`src/rtl/packet_buffer_scheduler.sv`:
```
// Four 6-slot packet buffers (3-bit slots, head at slot 0) behind one valid/ready
// enqueue port, drained one packet per tick by occupancy with a starvation override.
module packet_buffer_scheduler #(
  parameter int TICK_DIV     = 150,
  parameter int STARVE_LIMIT = 4
) (
  input  logic        clk,
  input  logic        rst_n,
  input  logic        flush,
  input  logic        mode,
  input  logic        in_valid,
  output logic        in_ready,
  input  logic [1:0]  in_buf,
  input  logic [1:0]  in_data,
  output logic [1:0]  disp,
  output logic [1:0]  disp_src,
  output logic        disp_valid,
  output logic [17:0] buf1_o,
  output logic [17:0] buf2_o,
  output logic [17:0] buf3_o,
  output logic [17:0] buf4_o,
  output logic [2:0]  occ1,
  output logic [2:0]  occ2,
  output logic [2:0]  occ3,
  output logic [2:0]  occ4
);

  localparam int CNT_W = $clog2(TICK_DIV + 1);
  localparam int ST_W  = $clog2(STARVE_LIMIT + 1);
  localparam logic [2:0] DEPTH = 3'd6;

  logic [CNT_W-1:0] tick_cnt_reg;
  logic             mode_q_reg;
  logic [1:0]       disp_reg;
  logic [1:0]       disp_src_reg;
  logic             disp_valid_reg;

  logic [17:0]      buf_all    [4];
  logic [2:0]       occ_all    [4];
  logic [ST_W-1:0]  starve_all [4];

  logic       tick;
  logic       enq_fire;
  logic       deq_fire;
  logic       starve_hit;
  logic [1:0] starve_idx;
  logic [1:0] max_idx;
  logic [2:0] best_occ;
  logic [1:0] deq_idx;
  logic [1:0] head_data;

  assign tick     = (tick_cnt_reg == CNT_W'(TICK_DIV - 1));
  assign in_ready = ~flush & (occ_all[in_buf] != DEPTH);
  assign enq_fire = in_valid & in_ready;

  // Lowest-index non-empty buffer that has waited too long; scanned high to low
  // so the last hit is the lowest index.
  always_comb begin
    starve_hit = 1'b0;
    starve_idx = 2'd0;
    for (int i = 3; i >= 0; i--) begin
      if (occ_all[i] != 3'd0 && starve_all[i] >= ST_W'(STARVE_LIMIT)) begin
        starve_hit = 1'b1;
        starve_idx = 2'(i);
      end
    end
  end

  // Max occupancy; reliability mode lets equal occupancies overwrite, so the
  // highest index wins ties, while latency mode keeps the first (lowest).
  always_comb begin
    best_occ = 3'd0;
    max_idx  = 2'd0;
    for (int i = 0; i < 4; i++) begin
      if (occ_all[i] != 3'd0 &&
          (occ_all[i] > best_occ || (mode_q_reg && occ_all[i] == best_occ))) begin
        best_occ = occ_all[i];
        max_idx  = 2'(i);
      end
    end
  end

  assign deq_idx   = starve_hit ? starve_idx : max_idx;
  assign deq_fire  = tick & ~flush & (best_occ != 3'd0);
  assign head_data = buf_all[deq_idx][2:1];

  generate
    for (genvar gi = 0; gi < 4; gi++) begin : g_buf
      logic [17:0]     buf_reg;
      logic [17:0]     buf_next;
      logic [2:0]      occ_reg;
      logic [2:0]      occ_next;
      logic [2:0]      wr_slot;
      logic [ST_W-1:0] starve_reg;
      logic [ST_W-1:0] starve_next;
      logic            deq_here;
      logic            enq_here;

      assign deq_here = deq_fire & (deq_idx == 2'(gi));
      assign enq_here = enq_fire & (in_buf == 2'(gi));
      // A same-cycle dequeue shifts first, so the new packet lands one slot lower.
      assign wr_slot  = deq_here ? occ_reg - 3'd1 : occ_reg;

      always_comb begin
        buf_next = deq_here ? {3'b000, buf_reg[17:3]} : buf_reg;
        for (int s = 0; s < 6; s++) begin
          if (enq_here && wr_slot == 3'(s)) begin
            buf_next[3*s +: 3] = {in_data, 1'b1};
          end
        end
        occ_next = occ_reg + 3'(enq_here) - 3'(deq_here);
      end

      always_comb begin
        starve_next = starve_reg;
        if (deq_fire) begin
          if (deq_here || occ_reg == 3'd0) begin
            starve_next = '0;
          end else if (starve_reg < ST_W'(STARVE_LIMIT)) begin
            starve_next = starve_reg + ST_W'(1);
          end
        end
      end

      always_ff @(posedge clk or negedge rst_n) begin
        if (!rst_n) begin
          buf_reg    <= '0;
          occ_reg    <= '0;
          starve_reg <= '0;
        end else if (flush) begin
          buf_reg    <= '0;
          occ_reg    <= '0;
          starve_reg <= '0;
        end else begin
          buf_reg    <= buf_next;
          occ_reg    <= occ_next;
          starve_reg <= starve_next;
        end
      end

      assign buf_all[gi]    = buf_reg;
      assign occ_all[gi]    = occ_reg;
      assign starve_all[gi] = starve_reg;
    end
  endgenerate

  always_ff @(posedge clk or negedge rst_n) begin
    if (!rst_n) begin
      tick_cnt_reg   <= '0;
      mode_q_reg     <= 1'b0;
      disp_reg       <= 2'd0;
      disp_src_reg   <= 2'd0;
      disp_valid_reg <= 1'b0;
    end else begin
      tick_cnt_reg   <= tick ? '0 : tick_cnt_reg + CNT_W'(1);
      disp_valid_reg <= deq_fire;
      if (tick) begin
        mode_q_reg <= mode;
      end
      if (deq_fire) begin
        disp_reg     <= head_data;
        disp_src_reg <= deq_idx;
      end
    end
  end

  assign disp       = disp_reg;
  assign disp_src   = disp_src_reg;
  assign disp_valid = disp_valid_reg;
  assign buf1_o     = buf_all[0];
  assign buf2_o     = buf_all[1];
  assign buf3_o     = buf_all[2];
  assign buf4_o     = buf_all[3];
  assign occ1       = occ_all[0];
  assign occ2       = occ_all[1];
  assign occ3       = occ_all[2];
  assign occ4       = occ_all[3];

endmodule
```
`config.mk`:
```
export PLATFORM = sky130hd
export DESIGN_NAME = packet_buffer_scheduler
export DESIGN_NICKNAME = d
export VERILOG_FILES = /design/src/rtl/packet_buffer_scheduler.sv
export SDC_FILE = /design/constraint.sdc
export NUM_CORES = 1
export LEC_CHECK = 0
export BUFFER_PORTS_ARGS = -buffer_cell sky130_fd_sc_hd__buf_4
export CAP_MARGIN = 5
export CELL_PAD_IN_SITES_DETAIL_PLACEMENT = 0
export CELL_PAD_IN_SITES_GLOBAL_PLACEMENT = 1
export CORE_ASPECT_RATIO = 1.1
export CORE_MARGIN = 3
export CORE_UTILIZATION = 46
export CTS_BUF_LIST = sky130_fd_sc_hd__clkbuf_2
export DETAILED_ROUTE_END_ITERATION = 16
export PLACE_DENSITY_LB_ADDON = 0.1
export RECOVER_POWER = 25
export SKIP_LAST_GASP = 1
export SYNTH_ARGS = -nofsm -noshare
export SYNTH_HDL_FRONTEND = slang
export SYNTH_SLANG_ARGS = --single-unit
```
`constraint.sdc`:
```
create_clock -name clk -period 7.4 [get_ports clk]
set_input_delay 2.22 -clock clk [delete_from_list [all_inputs] [get_ports clk]]
set_output_delay 2.22 -clock clk [all_outputs]
set_load 0.01 [all_outputs]
```
[Word level (Yosys, flattened, before mapping)]
Cells that the tools add are included.
Storage, ports and cells
  flip-flop bits (word level): 110
  input port bits: 9
  output and inout bits: 90
  word-level logic and storage cells: 285
Cells by class
  add/subtract/negate cells: 17
  $lt $le $gt $ge: 14
  equality and inequality tests: 31
  multiplexer cells: 79
  bitwise logic cells: 15
  reduce and logical (&&, ||, !) cells: 92
Operator list (number)
  two-way mux 3 bit: 56
  two-way mux 18 bit: 8
  nonzero test 3 bit: 33
  binary-select mux 18 bit (select 2 bit): 1
  logical AND 1 bit: 36
  equality test 3 x 2 -> 1 bit, second input constant: 8
  equality test 3 bit, second input constant: 8
  zero test 3 bit: 8
  greater-or-equal comparator 3 bit, second input constant: 6
  two-way mux 2 bit: 7
  adder 3 x 1 -> 3 bit: 4
  adder 3 x 1 -> 3 bit, second input constant: 4
  bitwise AND 1 bit: 12
  equality test 3 x 1 -> 1 bit, second input constant: 4
  less-than comparator 3 bit, second input constant: 4
  subtractor 3 x 1 -> 3 bit: 4
  subtractor 3 x 1 -> 3 bit, second input constant: 4
  equality test 3 bit: 3
  greater-than comparator 3 bit: 3
  adder 8 x 1 -> 8 bit, second input constant: 1
  equality test 2 bit, second input constant: 4
  equality test 8 bit, second input constant: 1
  logical OR 1 bit: 8
  two-way mux 8 bit: 1
  other kinds (10): 20

[Longest topological paths before layout]
  depth after elaboration: 28
  mapped depth: 36
  mapped depth without buffers: 33

[Least setup slack after synthesis]
Ideal clock, no wire load.
  kind: reg2reg
  start: register g_buf[0].occ_reg[0] (netlist: occ1[0])
  end: register g_buf[2].occ_reg[2] (netlist: occ3[2])
  arrival time: 5.998 ns
  slack: 1.270 ns
  stages on the path, launching flop included: 33
  path buffers: 2
  clock period less this slack: 6.130 ns
  cell sequence: dfrtp_1 inv_1 ha_1 nand2b_1 nand2_1 ha_1 nand2_1 o21ai_0 nand2_1 nand2_1 o21ai_0 ha_1 nor2b_1 o21a_1 nor2_1 a21oi_1 ha_1 nor2b_1 o21ai_1 a22oi_2 a21boi_2 nand3_4 inv_4 buf_2 buf_2 ha_1 inv_1 ha_1 inv_1 fa_1 xnor2_1 xnor2_1 nor2_1
On the way
  cells in the longest elaborated chain, start to end: 25
  elaborated cells on any way between the ends: 46
  classes of those cells: add/sub: 2; order compare: 4; eq/ne: 5; mux: 14; bitwise: 5; reduce/logical: 16
RTL lines
  from (decl): line 91  | logic [2:0] occ_reg;
  from (signal assigned): line 136  | occ_reg <= occ_next;
  parallel branches: the longest is 23 deep, another holds greater-than comparator 3 x 1 -> 1 bit
  subtractor 3 x 1 -> 3 bit *: line 111  | occ_next = occ_reg + 3'(enq_here) - 3'(deq_here);
  two-way mux 3 bit *: line 130  | end else if (flush) begin
  to (signal assigned): line 136
  to (decl): line 91
Every way passes the cells marked *. The select of a mux whose other input is x is not followed.
A chain may end at the register's enable or synchronous reset.

[Worst setup path after layout]
Same ends and word-level chain as after synthesis.

==> impl_summary.txt <==
----------------------------------------------------
[Power and ir drop]
  Combinational power share ... 8.1%
  Worst VDD drop ... 0.0925 mV
  Final Power ... 0.985 mW
  Cell internal power dissipation ... 0.710 mW
  Clock share of power ... 29.7%
  Pwr/cell area ... 126 mW/mm^2
  LEAKAGE ... 3.52 nW
  Sw power ... 0.276 mW
  Switch share ... 28.0%
  Fraction of power consumed by sequential logic ... 62.1%

[Timing]
  Setup clock skew after layout ... 0.0262 ns
  Slew Limit Fails ... 77
  Final count of hold timing violations ... 0
  Final setup violation count ... 0
  RSZ-0062 raised after global routing ... false
  Worst-Margin Slew ... 4.15 ns
  Final critical delay including setup and external delays ... 6.77 ns
  Crit share post-route ... 91.4%
  Setup TNS Final ... 0 ns
  F_max ... 148 MHz
  Slew headroom ... -176%

[Clocking]
  Count of hold-fix buffers inserted at cts ... 0
  Number of clock sinks ... 110
  Clock latency on the worst-skew pair ... 0.64 ns
  H-tree depth ... 3
  CTS buffer count ... 9
  Root Driver ... sky130_fd_sc_hd__clkbuf_2
  Clock transition time at the flip-flop clock pins of the worst setup and hold paths ... 0.30 ns
  Maximum buffer depth of the clock tree ... 2
  TritonCTS clock tree ... yes

[Logic synthesis]
  Synthesized cell area ... 0.00682 mm^2
  Number of unique standard cell types used by synthesis ... 72
  Post-synth top area cell ... sky130_fd_sc_hd__dfrtp_1
  Leading cell types by total area after synthesis ... sky130_fd_sc_hd__dfrtp_1, sky130_fd_sc_hd__mux2i_1, sky130_fd_sc_hd__ha_1, sky130_fd_sc_hd__nand2_1, sky130_fd_sc_hd__a211oi_1
  Async set-or-reset flop fraction in the synthesized netlist ... 100%
  Warning count from the yosys run ... 0
  Fraction of synthesized cell area taken by the top area cell type ... 40.3%
  Number of enable-type register cells in the synthesized netlist ... 0
  FF+latch count, synth ... 110
  Cell with the most instances after synthesis ... sky130_fd_sc_hd__dfrtp_1
  Total nets after synthesis ... 779
  Cell count after synthesis ... 738
  Mean cell area of the mapped netlist ... 9.24 um^2
  Commonest cells in the synthesized netlist ... sky130_fd_sc_hd__dfrtp_1, sky130_fd_sc_hd__nand2_1, sky130_fd_sc_hd__nor2_1
  Synth Flop Type ... sky130_fd_sc_hd__dfrtp_1
  Post-synthesis sequential area ratio ... 40.3%

[Outcome]
  Violations in the final reports ... capacitance limit, slew limit
  Run status ... finished, violations left

[Worst setup path]
  CP top delay family ... adder cells
  WP buf/inv ... 5
  Most common cell on crit path ... sky130_fd_sc_hd__ha_1
  Classification of the worst setup path ... flip-flop to flip-flop
  Critical Path Start Type ... flip-flop
  Top fanout value on the critical path ... 36
  Setup crit end kind ... flip-flop
  CP Data Required Time ... 7.93 ns
  Stage delay of the slowest cell on the critical path ... 0.57 ns
  Master of the slowest instance on the critical path ... sky130_fd_sc_hd__dfrtp_1
  Critical path arrival ... 7.30 ns

[Detailed routing]
  Count of vias placed by the detailed router ... 5809
  Routed WL per cell ... 18.1 um
  Total DRC errors in the routed layout ... 0
  Met1 layer wirelength in the final routing ... 8.10 mm
  Detailed-router iteration count before antenna repair ... 6
  Number of violations reported at the end of detailed-routing iteration 0 ... 352
  Routed Antenna Nets ... 0
  Topmost layer with routed signal wires ... met4
  Total routed wirelength ... 18.4 mm
  Met3 wirelength from detailed routing ... 896 um
  Vias per Instance ... 5.72
  Routed wl met2 ... 8.90 mm

[GRT]
  Total track usage ... 23.0%
  Number of antenna violations at the first check in global routing ... 0
  Via count of the first global-routing pass ... 5642
  Pin count of the biggest net entering global routing ... 77
  Leftover overflow at the end of global routing ... 0
  Global-route wire length before repair ... 29.6 mm

[Place]
  Final weighted congestion in routability-driven placement ... 0.894
  I/O Buffers ... 98
  Detail Placement HPWL ... 13.5 mm

[Final layout]
  Layout cells sized above 1 ... 19.1%
  Area delta synth->final ... 14.4%
  Number of antenna diodes ... 0
  Final #Nets ... 860

[Floorplanning]
  Die extent in x ... 122 um
  Die area ... 0.0163 mm^2
  Total core area ... 0.0144 mm^2
  Number of top-level pins ... 99
  Die Y-Extent ... 134 um
  Initial cell density of the core ... 47.2%
  Site row count ... 46

[Worst hold path]
  Kind of path behind the tightest hold check ... flip-flop to flip-flop

[Job]
  Max-cap violation count ... 1

----------------------------------------------------
[through the flow]
step	utilization [%]	hold WS, ns	std cells	area (um^2)	setup slack [ns]
finish	54.0	0.522	1016	7800	0.633
floorplan	-	0.458	738	6820	1.27
global placement	53.2	0.471	1000	7690	0.880
global route	54.0	0.535	1016	7800	0.0379
detailed placement	53.2	0.491	1000	7690	0.614
CTS	54.0	0.525	1016	7800	0.558
[area by class of cell]
cell class / count / area [um^2]
clock inverters: 7 / 71.3
repair buffers: 106 / 792
inverters: 25 / 98.8
well taps: 192 / 240
fillers: 1388 / 6640
multi-input cells: 567 / 3800
clock buffers: 9 / 45.0
flip-flops and latches: 110 / 2750
[cell families after synthesis]
| logic type | after synthesis | share of synthesized area, % |
|---|---|---|
| flops | 110 | 40.3 |
| simple gates | 297 | 21.6 |
| buf+inv | 61 | 4.13 |
| mux | 48 | 7.39 |
| xor+xnor | 20 | 2.57 |
| fa+ha+maj | 32 | 6.31 |
| compound gates | 170 | 17.7 |
[repair_timing]
action | 4_1_cts | 5_1_grt
buffers inserted | 0 | 0
gates resized for setup | 0 | 1
endpoints found under the hold margin | 0 | 0
endpoints found under the setup margin | 0 | 1
[cells in the final DEF (no fill, tap or decap), types with 8 or more instances in the layout]
cell type	netlist	routed
sky130_fd_sc_hd__o21ai_0	26	26
sky130_fd_sc_hd__ha_1	28	28
sky130_fd_sc_hd__nand2_1	90	90
sky130_fd_sc_hd__mux2i_1	38	38
sky130_fd_sc_hd__inv_1	22	22
sky130_fd_sc_hd__clkbuf_2	0	9
sky130_fd_sc_hd__nand2b_1	9	9
sky130_fd_sc_hd__o31ai_1	9	9
sky130_fd_sc_hd__dfrtp_1	110	110
sky130_fd_sc_hd__buf_4	0	105
sky130_fd_sc_hd__a311oi_1	8	8
sky130_fd_sc_hd__a21o_1	8	8
sky130_fd_sc_hd__a211oi_1	38	37
sky130_fd_sc_hd__a21oi_1	33	33
sky130_fd_sc_hd__nor2_1	74	74
sky130_fd_sc_hd__nor2b_1	27	27
sky130_fd_sc_hd__and2_1	15	15
sky130_fd_sc_hd__xnor2_1	15	15
sky130_fd_sc_hd__nand3_1	22	22
sky130_fd_sc_hd__nor3_1	18	18
[power groups by stage]
stage	Clock (mW)	Combinational [mW]	Sequential (mW)
finish	0.293	0.0801	0.612
global route	0.327	0.0899	0.614
CTS	0.304	0.0820	0.612
detailed placement	0	0.0818	0.621
global placement	0	0.0804	0.621
floorplan	0	0.0429	0.621
[routing by layer]
layer / up-vias / global-route usage (%)
met5: - / 0
met4: 0 / 9.21
met3: 37 / 3.69
met2: 150 / 37.7
met1: 2832 / 30.3
li1: 2790 / -
[path summary, 6_finish.rpt]
check                      slack, ns              end  cells after the start             from
hold reg to reg                 0.52  tick_cnt_reg[6]                      1  tick_cnt_reg[6]
setup / recovery                0.63          occ3[2]                     31          occ1[0]
setup reg to reg                0.63          occ3[2]                     31          occ1[0]
min in group asynchronous       2.99       buf4_o[12]                      1            rst_n
hold / removal                  0.52  tick_cnt_reg[6]                      1  tick_cnt_reg[6]
max in group asynchronous       2.16       buf3_o[16]                      1            rst_n
(Power assumes the default switching activity.)
